$ cat config.mk
export PLATFORM = sky130hd
export DESIGN_NAME = sfx_beep_arbiter
export DESIGN_NICKNAME = d
export VERILOG_FILES = /design/src/rtl/sfx_pkg.sv /design/src/rtl/sfx_tone_gen.sv /design/src/rtl/sfx_beep_arbiter.sv
export SDC_FILE = /design/constraint.sdc
export NUM_CORES = 1
export LEC_CHECK = 0
export ABC_CLOCK_PERIOD_IN_PS = 2750
export CORE_ASPECT_RATIO = 1.25
export CORE_MARGIN = 8
export CORE_UTILIZATION = 46
export CTS_BUF_LIST = sky130_fd_sc_hd__clkbuf_4 sky130_fd_sc_hd__clkbuf_8
export CTS_CLUSTER_DIAMETER = 50
export DETAILED_ROUTE_END_ITERATION = 16
export DONT_BUFFER_PORTS = 1
export HOLD_SLACK_MARGIN = 0.08
export PLACE_DENSITY = 0.66
export SYNTH_ARGS = -nofsm -noshare
export SYNTH_HDL_FRONTEND = slang
export SYNTH_SLANG_ARGS = --single-unit
$ cat constraint.sdc
create_clock -name clk -period 2.75 [get_ports clk]
set_input_delay 0.6875 -clock clk [delete_from_list [all_inputs] [get_ports clk]]
set_output_delay 0.6875 -clock clk [all_outputs]
set_load 0.01 [all_outputs]
$ cat src/rtl/sfx_pkg.sv
// Shared types and constant tone tables for the buzzer arbiter.
// Step tables are flattened as {id, step}; unused slots are zero.
package sfx_pkg;

  typedef enum logic [1:0] {
    ST_IDLE = 2'd0,
    ST_LOAD = 2'd1,
    ST_PLAY = 2'd2,
    ST_GAP  = 2'd3
  } sfx_state_t;

  localparam logic [1:0] SFX_HIT   = 2'd0;
  localparam logic [1:0] SFX_MISS  = 2'd1;
  localparam logic [1:0] SFX_LEVEL = 2'd2;
  localparam logic [1:0] SFX_OVER  = 2'd3;

  localparam int unsigned HALF_W  = 17;
  localparam int unsigned MS_W    = 9;
  localparam int unsigned PRESC_W = 16;

  // Number of steps per effect, indexed by id.
  localparam logic [3:0][2:0] STEP_CNT = {3'd4, 3'd3, 3'd2, 3'd2};

  localparam logic [15:0][HALF_W-1:0] HALF_TBL = {
    17'd127551, 17'd95420, 17'd75758, 17'd63776,
    17'd0,      17'd31888, 17'd37879, 17'd47710,
    17'd0,      17'd0,     17'd95420, 17'd75758,
    17'd0,      17'd0,     17'd23855, 17'd31887
  };

  localparam logic [15:0][MS_W-1:0] DUR_TBL = {
    9'd300, 9'd150, 9'd150, 9'd150,
    9'd0,   9'd80,  9'd80,  9'd80,
    9'd0,   9'd0,   9'd150, 9'd100,
    9'd0,   9'd0,   9'd50,  9'd50
  };

  function automatic logic [1:0] top_id(input logic [3:0] p);
    if (p[3])      return 2'd3;
    else if (p[2]) return 2'd2;
    else if (p[1]) return 2'd1;
    else           return 2'd0;
  endfunction

endpackage

$ cat src/rtl/sfx_tone_gen.sv
// Square-wave generator: phase flips every `half` enabled cycles.
// A half-period of zero is a rest and holds the output low.
module sfx_tone_gen
  import sfx_pkg::*;
(
  input  logic              clk,
  input  logic              rst_n,
  input  logic              clr,
  input  logic              en,
  input  logic [HALF_W-1:0] half,
  output logic              tone
);

  logic [HALF_W-1:0] cnt;
  logic              phase;

  always_ff @(posedge clk or negedge rst_n) begin
    if (!rst_n) begin
      cnt   <= '0;
      phase <= 1'b0;
    end else if (clr) begin
      cnt   <= '0;
      phase <= 1'b0;
    end else if (en) begin
      if (half == '0) begin
        cnt   <= '0;
        phase <= 1'b0;
      end else if (cnt == half - 17'd1) begin
        cnt   <= '0;
        phase <= ~phase;
      end else begin
        cnt <= cnt + 17'd1;
      end
    end
  end

  assign tone = phase & (half != '0);

endmodule

$ cat src/rtl/sfx_beep_arbiter.sv
// Shares the buzzer between music pass-through and prioritised sound effects.
// Effects mute the music, play a constant tone table, then hold a short gap.
module sfx_beep_arbiter
  import sfx_pkg::*;
#(
  parameter int unsigned MS_CYCLES = 50_000,
  parameter int unsigned GAP_MS    = 5
) (
  input  logic       clk,
  input  logic       rst_n,
  input  logic       music_beep,
  input  logic       music_en,
  input  logic [3:0] sfx_req,
  output logic       beep_out,
  output logic       music_mute,
  output logic       sfx_busy,
  output logic [1:0] sfx_id,
  output logic [7:0] drop_cnt
);

  sfx_state_t         state, state_d;
  logic [3:0]         pend;
  logic [1:0]         step;
  logic [HALF_W-1:0]  half_r;
  logic [MS_W-1:0]    dur_r;
  logic [PRESC_W-1:0] presc;
  logic [MS_W-1:0]    ms_cnt;

  logic       tone;
  logic       take, abort, adv;
  logic [1:0] sel_id;
  logic [3:0] clr_mask;
  logic       preempt, presc_wrap, step_end, gap_end, last_step, drop_any;
  logic       beep_d;

  assign sel_id     = top_id(pend);
  assign preempt    = (|pend) && (sel_id > sfx_id);
  assign presc_wrap = (presc == PRESC_W'(MS_CYCLES - 1));
  // Compare against duration-1 so a step spans exactly duration*MS_CYCLES cycles.
  assign step_end   = presc_wrap && (ms_cnt == dur_r - 9'd1);
  assign gap_end    = presc_wrap && (ms_cnt == MS_W'(GAP_MS - 1));
  assign last_step  = (step == 2'(STEP_CNT[sfx_id] - 3'd1));
  assign drop_any   = |(sfx_req & pend);
  assign clr_mask   = take ? (4'b0001 << sel_id) : '0;

  always_ff @(posedge clk or negedge rst_n) begin
    if (!rst_n) state <= ST_IDLE;
    else        state <= state_d;
  end

  always_comb begin
    state_d = state;
    take    = 1'b0;
    abort   = 1'b0;
    adv     = 1'b0;
    case (state)
      ST_IDLE: begin
        if (|pend) begin
          take    = 1'b1;
          state_d = ST_LOAD;
        end
      end
      ST_LOAD: state_d = ST_PLAY;
      ST_PLAY: begin
        if (preempt) begin
          take    = 1'b1;
          abort   = 1'b1;
          state_d = ST_LOAD;
        end else if (step_end) begin
          if (last_step) begin
            state_d = ST_GAP;
          end else begin
            adv     = 1'b1;
            state_d = ST_LOAD;
          end
        end
      end
      ST_GAP: begin
        if (preempt) begin
          take    = 1'b1;
          abort   = 1'b1;
          state_d = ST_LOAD;
        end else if (gap_end) begin
          if (|pend) begin
            take    = 1'b1;
            state_d = ST_LOAD;
          end else begin
            state_d = ST_IDLE;
          end
        end
      end
      default: state_d = ST_IDLE;
    endcase
  end

  always_comb begin
    beep_d     = 1'b0;
    music_mute = 1'b0;
    sfx_busy   = 1'b0;
    case (state)
      ST_IDLE: beep_d = music_beep & music_en;
      ST_PLAY: begin
        beep_d     = tone;
        music_mute = 1'b1;
        sfx_busy   = 1'b1;
      end
      default: begin
        music_mute = 1'b1;
        sfx_busy   = 1'b1;
      end
    endcase
  end

  always_ff @(posedge clk or negedge rst_n) begin
    if (!rst_n) begin
      beep_out <= 1'b0;
      pend     <= '0;
      sfx_id   <= '0;
      step     <= '0;
      half_r   <= '0;
      dur_r    <= '0;
      presc    <= '0;
      ms_cnt   <= '0;
      drop_cnt <= '0;
    end else begin
      beep_out <= beep_d;
      // A request whose pend bit is already set is discarded, not re-armed.
      pend     <= (pend & ~clr_mask) | (sfx_req & ~pend);

      if (take) begin
        sfx_id <= sel_id;
        step   <= '0;
      end else if (adv) begin
        step <= step + 2'd1;
      end

      if (state == ST_LOAD) begin
        half_r <= HALF_TBL[{sfx_id, step}];
        dur_r  <= DUR_TBL[{sfx_id, step}];
      end

      if (state_d != state) begin
        presc  <= '0;
        ms_cnt <= '0;
      end else if (state == ST_PLAY || state == ST_GAP) begin
        if (presc_wrap) begin
          presc  <= '0;
          ms_cnt <= ms_cnt + 9'd1;
        end else begin
          presc <= presc + 16'd1;
        end
      end

      if ((drop_any || abort) && (drop_cnt != 8'hFF))
        drop_cnt <= drop_cnt + 8'd1;
    end
  end

  sfx_tone_gen u_tone (
    .clk   (clk),
    .rst_n (rst_n),
    .clr   (state == ST_LOAD),
    .en    (state == ST_PLAY),
    .half  (half_r),
    .tone  (tone)
  );

endmodule

==> impl_metrics.toml, run 1 <==
[outcome]
status = "finished with violations"
violations = "setup timing"

[timing]
fin_skew_ps = 14.1
worst_slew_pin_slew_ps = 554
drv_slew = 0
holdWs_ps = 191
rsz0062_at_grt = "yes"
slew_headroom_pct = 62.7
max_freq_mhz = 363
period_share_pct = 100
period_minus_slack_ps = 2750
setup_slack_ps = -4.60
hold_viol = 0
final-setup-viol-count = 1

[synthesis]
ys_types = 65
synth_top_cell_by_area = "dfrtp_1"
avgSynthCellArea_sq_um = 8.86
syn-instance-count = 615
synth_common_cells = "86 x dfrtp_1, 67 x nor2_1, 54 x nand2_1"
synth_area_leaders = "dfrtp_1 39%, xnor2_1 6.3%, ha_1 5.1%, xor2_1 5.0%, nor2_1 4.6%"
yosys_most_used_dff = "dfrtp_1"
synth_top_area_share_pct = 39.5
yosysMostFrequentCell = "dfrtp_1"
synth-edff-count = 0
syn_area_sq_um = 5450
yosys_warnings = 0
synth-seq-cells = 86
synth-async-reset-ratio_pct = 100
synth_fp_nets = 645
yosysSeqAreaShare_pct = 39.5

[power_and_ir_drop]
pwr-share-comb_pct = 56.6
p_sw_share_pct = 44.1
p_leak_nw = 2.78
clockPowerShare_pct = 14.1
intPower_w = 0.00373
ir_drop_mv = 0.707
seq_power_share_pct = 29.4
powerDensity_nw_per_um2 = 1020
power_switching_w = 0.00294

[final_layout]
syn2layout_area_growth_pct = 20.2
drive_above_1_share_pct = 22.5
finalNetCount = 706
final_cell_area_sq_um = 6550
fill_cells = 1047
final_core_util_pct = 56.4
diodes = 0

[die]
fp.coreArea_sq_um = 11600
floorplan.die.width_um = 113
fp-row-count = 44
die_area_sq_um = 15600
initial_core_util_pct = 46.9
ios = 21
die_y_um = 138

[setup_path]
cp_cell_sequence = "or2_4, ha_4, nor2b_4, o2111ai_2, o2111ai_2, o32ai_4, a211o_4, nor2_4, or4_1, a21oi_2"
endpoint_kind = "flop"
criticalPathCategory = "flop to flop"
worstPathArrival_ps = 3070
cpMostUsedCell = "o2111ai_2"
critical_path.max_fanout = 5
max_stage_delay_ps = 550
required_ps = 3060
cp_slowest_cell = "or4_1"
cp-start-kind = "flop"

[drt]
wl_per_cell_um = 15.7
ant_nets = 0
dr.pass1.iters = 4
routed_wl_um = 13300
viasPerCell = 5.54
drtIter0Drc = 346
route.detailed.drc = 0
vias = 4668

[placed_design]
placed_area_sq_um = 6090
dp_hpwl_um = 9510
detailedPlace.worstSlack_ps = -143
io_buffer_count = 0
place_congestion = 0.850

[clocking]
htree_levels = 3
clock_sinks = 86
path_clk_slew_ps = 90
clk-insertion-delay-late_ps = 380
cts_tree = "done"
root_buffer = "clkbuf_8"
cts_max_path_buffers = 2
cts_made_buffers = 9

[grt]
grt_use_total_pct = 17.8
grt_util_met2_pct = 30.3
grt.busiest_layer = "met2"
grt_max_degree = 87
grt_use_met3_pct = 4.56
antenna_found_initial = 0
use_met1_pct = 20.2
grt_pass1_wl_um = 22400
grt_overflow = 0
grt_pass1_vias = 4744

[hold_path]
min_path_type = "input port to asynchronous set/reset pin"

[run]
maxCapViolCount = 0
## power by group through the flow
stage	clock network [W]	logic [W]	registers (W)
global placement	0	0.00334	0.00196
floorplan	0	0.00235	0.00193
global route	0.00101	0.00416	0.00201
detailed placement	0	0.00344	0.00197
finish	0.000939	0.00378	0.00196
CTS	0.000971	0.00352	0.00195
## cell type report
class                   instances  area (sq um)  area share [%]
well taps                     161           201            3.07
multi-input cells             472          3240            49.5
repair buffers                 79           646            9.85
clock inverters                 6          67.6            1.03
inverters                      28           105            1.60
clock buffers                  10           138            2.10
flip-flops and latches         86          2150            32.8
## critical path: cells and delay by family, from the launching register on
kind	cells	cell delay (ps)
compound gates	5	1030
fa+ha+maj	1	250
flops	1	400
simple gates	4	1000
## per-stage QoR
step	TNS, ps	instances	power (W)
6_report	-4.60	842	0.00667
5_1_grt	-1670	842	0.00718
4_1_cts	0	836	0.00644
3_5_place_dp	-223	817	0.00541
3_3_place_gp	-29.6	817	0.00530
2_1_floorplan	-1.50	615	0.00428
## flip-flops by register name, summed over array words and instances, names as in the netlist, 4 cells and up
signal,count
half_r,17
u_tone.cnt,17
presc,16
ms_cnt,9
drop_cnt,8
dur_r,7
pend,4
## what timing repair did
| item | CTS | global route |
|---|---|---|
| hold endpoints to repair | 86 | 0 |
| gates cloned | 0 | 0 |
| pin swaps | 5 | 18 |
| setup buffers | 2 | 6 |
| hold buffers | 1 | 0 |
| gates resized for setup | 8 | 30 |
| setup endpoints to repair | 17 | 40 |
## worst paths after layout
check                              from             end  slack (ps)  cells past startpoint
hold / removal                    rst_n  u_tone.cnt[15]         190                      1
setup reg to reg                pend[2]       presc[14]          -5                     10
max in group asynchronous         rst_n         step[0]        2180                      1
min in group clk               music_en        beep_out         450                      2
setup / recovery                pend[2]       presc[14]          -5                     10
hold reg to reg            u_tone.phase    u_tone.phase         560                      1
## placed cells by master, fill, tap and decap left out, types with 4 or more instances in the layout
master    count
dfrtp_1      86
mux2i_1       6
buf_4        74
a31oi_1       6
clkbuf_8     10
nand3b_1      4
nor2_1       65
a21oi_1      35
o211ai_1      7
o21a_1        4
nand4_1      18
nor4b_1       4
ha_1         20
nor4_1        7
xnor2_1      37
or3_1         6
or4_4         4
xor2_1       31
nor2_2       12
nand2_1      52
o22ai_1       4
inv_2         4
o21ai_0      21
and3_1        8
nor3_1       10
inv_1        24
nand3_1      28
o21ai_1       4
nor2b_1       7
## layer usage
layer  wire length (um)  up-vias  share of wire, %
li1                   -     2289                 -
met3                452       41               3.4
met4                525        0               4.0
met5                  0        -                 0
met2               6570       72                50
met1               5720     2266                43
## kinds of logic after synthesis
kind of cell	share of synthesized area, %
compound gates	13.6
flops	39.5
fa+ha+maj	5.05
xor+xnor	11.2
buf+inv	4.73
simple gates	24.1
mux	1.79
No activity file was read; power rests on OpenSTA's default activity.
==> run 2: changes to the inputs <==
RECOVER_POWER = 50   (was unset)
==> impl_metrics.toml, run 2 (same netlist as run 1, synthesis figures left out) <==
[outcome]
status = "finished with violations"
violations = "capacitance limit, slew limit, setup timing"

[timing]
slew_headroom_pct = -40.0
final-setup-viol-count = 1
finalSetupTns_ps = -3.99
drv_slew = 87
worst_slew_pin_slew_ps = 2100
fin_skew_ps = 14.1
setup_slack_ps = -3.99
max_freq_mhz = 363
rsz0062_at_grt = "yes"
period_minus_slack_ps = 2750
hold_viol = 0
period_share_pct = 100

[grt]
antenna_found_initial = 0
grt_pass1_wl_um = 22400
grt_pass1_vias = 4744
grt_overflow = 0
grt_max_degree = 87
grt_use_total_pct = 17.8

[clocking]
root_buffer = "clkbuf_8"
clk-insertion-delay-late_ps = 380
clock_sinks = 86
path_clk_slew_ps = 90
cts_made_buffers = 9
cts_tree = "done"
cts_max_path_buffers = 2
htree_levels = 3

[setup_path]
path_depth = 10
required_ps = 3060
crit_family = "compound AO/OA/AOI/OAI gates"
r2r-end = "presc[14]"
max_stage_delay_ps = 550
cpMostUsedCell = "o2111ai_2"
worstPathArrival_ps = 3060
r2r_start = "pend[2]"
endpoint = "presc[14]"
cp_slowest_cell = "or4_1"
endpoint_kind = "flop"
critical_path.max_fanout = 5
criticalPathCategory = "flop to flop"
r2r_slack_ps = -4
cp-start-kind = "flop"
cp_cell_sequence = "or2_4, ha_4, nor2b_4, o2111ai_2, o2111ai_2, o32ai_4, a211o_4, nor2_4, or4_1, a21oi_2"
r2r_cells = 10
crit_buf_inv = 0
startpoint = "pend[2]"

[final_layout]
final_common_cell = "dfrtp_1"
diodes = 0
drive_above_1_share_pct = 22.5
finalNetCount = 706
finalNonFillerCells = 842
reg_top3 = "half_r: 17 flops, u_tone.cnt: 17 flops, presc: 16 flops"
final_core_util_pct = 56.2
syn2layout_area_growth_pct = 19.8
final_cell_mix = "86 x dfrtp_1, 74 x buf_4, 65 x nor2_1, 52 x nand2_1, 37 x xnor2_1"

[power_and_ir_drop]
powerDensity_nw_per_um2 = 1020
p_leak_nw = 2.78
power_w = 0.00667
ir_drop_mv = 0.706

[placed_design]
place_inst = 817
io_buffer_count = 0
place_congestion = 0.850
dp_hpwl_um = 9510

[die]
die_y_um = 138
die_area_sq_um = 15600
fp.coreArea_sq_um = 11600
initial_core_util_pct = 46.9
floorplan.die.width_um = 113
ios = 21
fp-row-count = 44

[drt]
viasPerCell = 5.57
route.detailed.drc = 0
dr.pass1.iters = 4
vias = 4694
drtIter0Drc = 348
wl_per_cell_um = 15.7
routed_wl_um = 13200
ant_nets = 0

[hold_path]
min_path_type = "input port to flop"

[run]
maxCapViolCount = 1
## run 2: report_power, final
group          leakage, nW  internal [W]  switching [W]
registers             1.09       0.00159       0.000365
logic                 1.59       0.00169        0.00208
clock network       0.0993      0.000449       0.000488
## run 2: worst register-to-register path, stage by stage, from the launching register on
cell       delay [ps]
dfrtp_1           400
or2_4             270
ha_4              250
nor2b_4           130
o2111ai_2         220
o2111ai_2         180
o32ai_4           280
a211o_4           180
nor2_4             50
or4_1             550
a21oi_2           170
## run 2: per-stage QoR
stage	area, sq um	hold WS (ps)	setup WS [ps]
2_1_floorplan	5520	392	-1.50
3_3_place_gp	6090	395	-29.6
3_5_place_dp	6090	395	-143
4_1_cts	6370	215	1.70
5_1_grt	6530	438	-120
6_report	6530	449	-3.99
## run 2: worst min-delay path by stage
stage	start	endpoint	slack, ps	depth (start not counted)
after global routing	music_beep	beep_out	440	2
after CTS	rst_n	dur_r[1]	210	1
after global placement	rst_n	u_tone.cnt[11]	400	0
after floorplan	rst_n	beep_out	390	0
after detailed placement	rst_n	u_tone.cnt[11]	400	0
final	music_en	beep_out	450	2
## run 2: metal layers
layer / part of all wire (%) / global-route usage (%)
met5: 0 / 0
met4: 4.2 / 9.64
met3: 3.8 / 4.56
met2: 49 / 30.3
met1: 43 / 20.2
## run 2: timing repair
action,4_1_cts,5_1_grt
hold buffers,1,0
gates cloned,0,0
endpoints found under the hold margin,86,0
gates resized for setup,8,30
pin swaps,5,18
endpoints found under the setup margin,17,40
setup buffers,2,6
## run 2: final cells by class
type,count,area (sq um)
Clock buffer,10,138
Clock inverter,6,67.6
Fill cell,1050,5090
Inverter,28,105
Multi-Input combinational cell,472,3240
Sequential cell,86,2150
Tap cell,161,201
Timing Repair Buffer,79,623
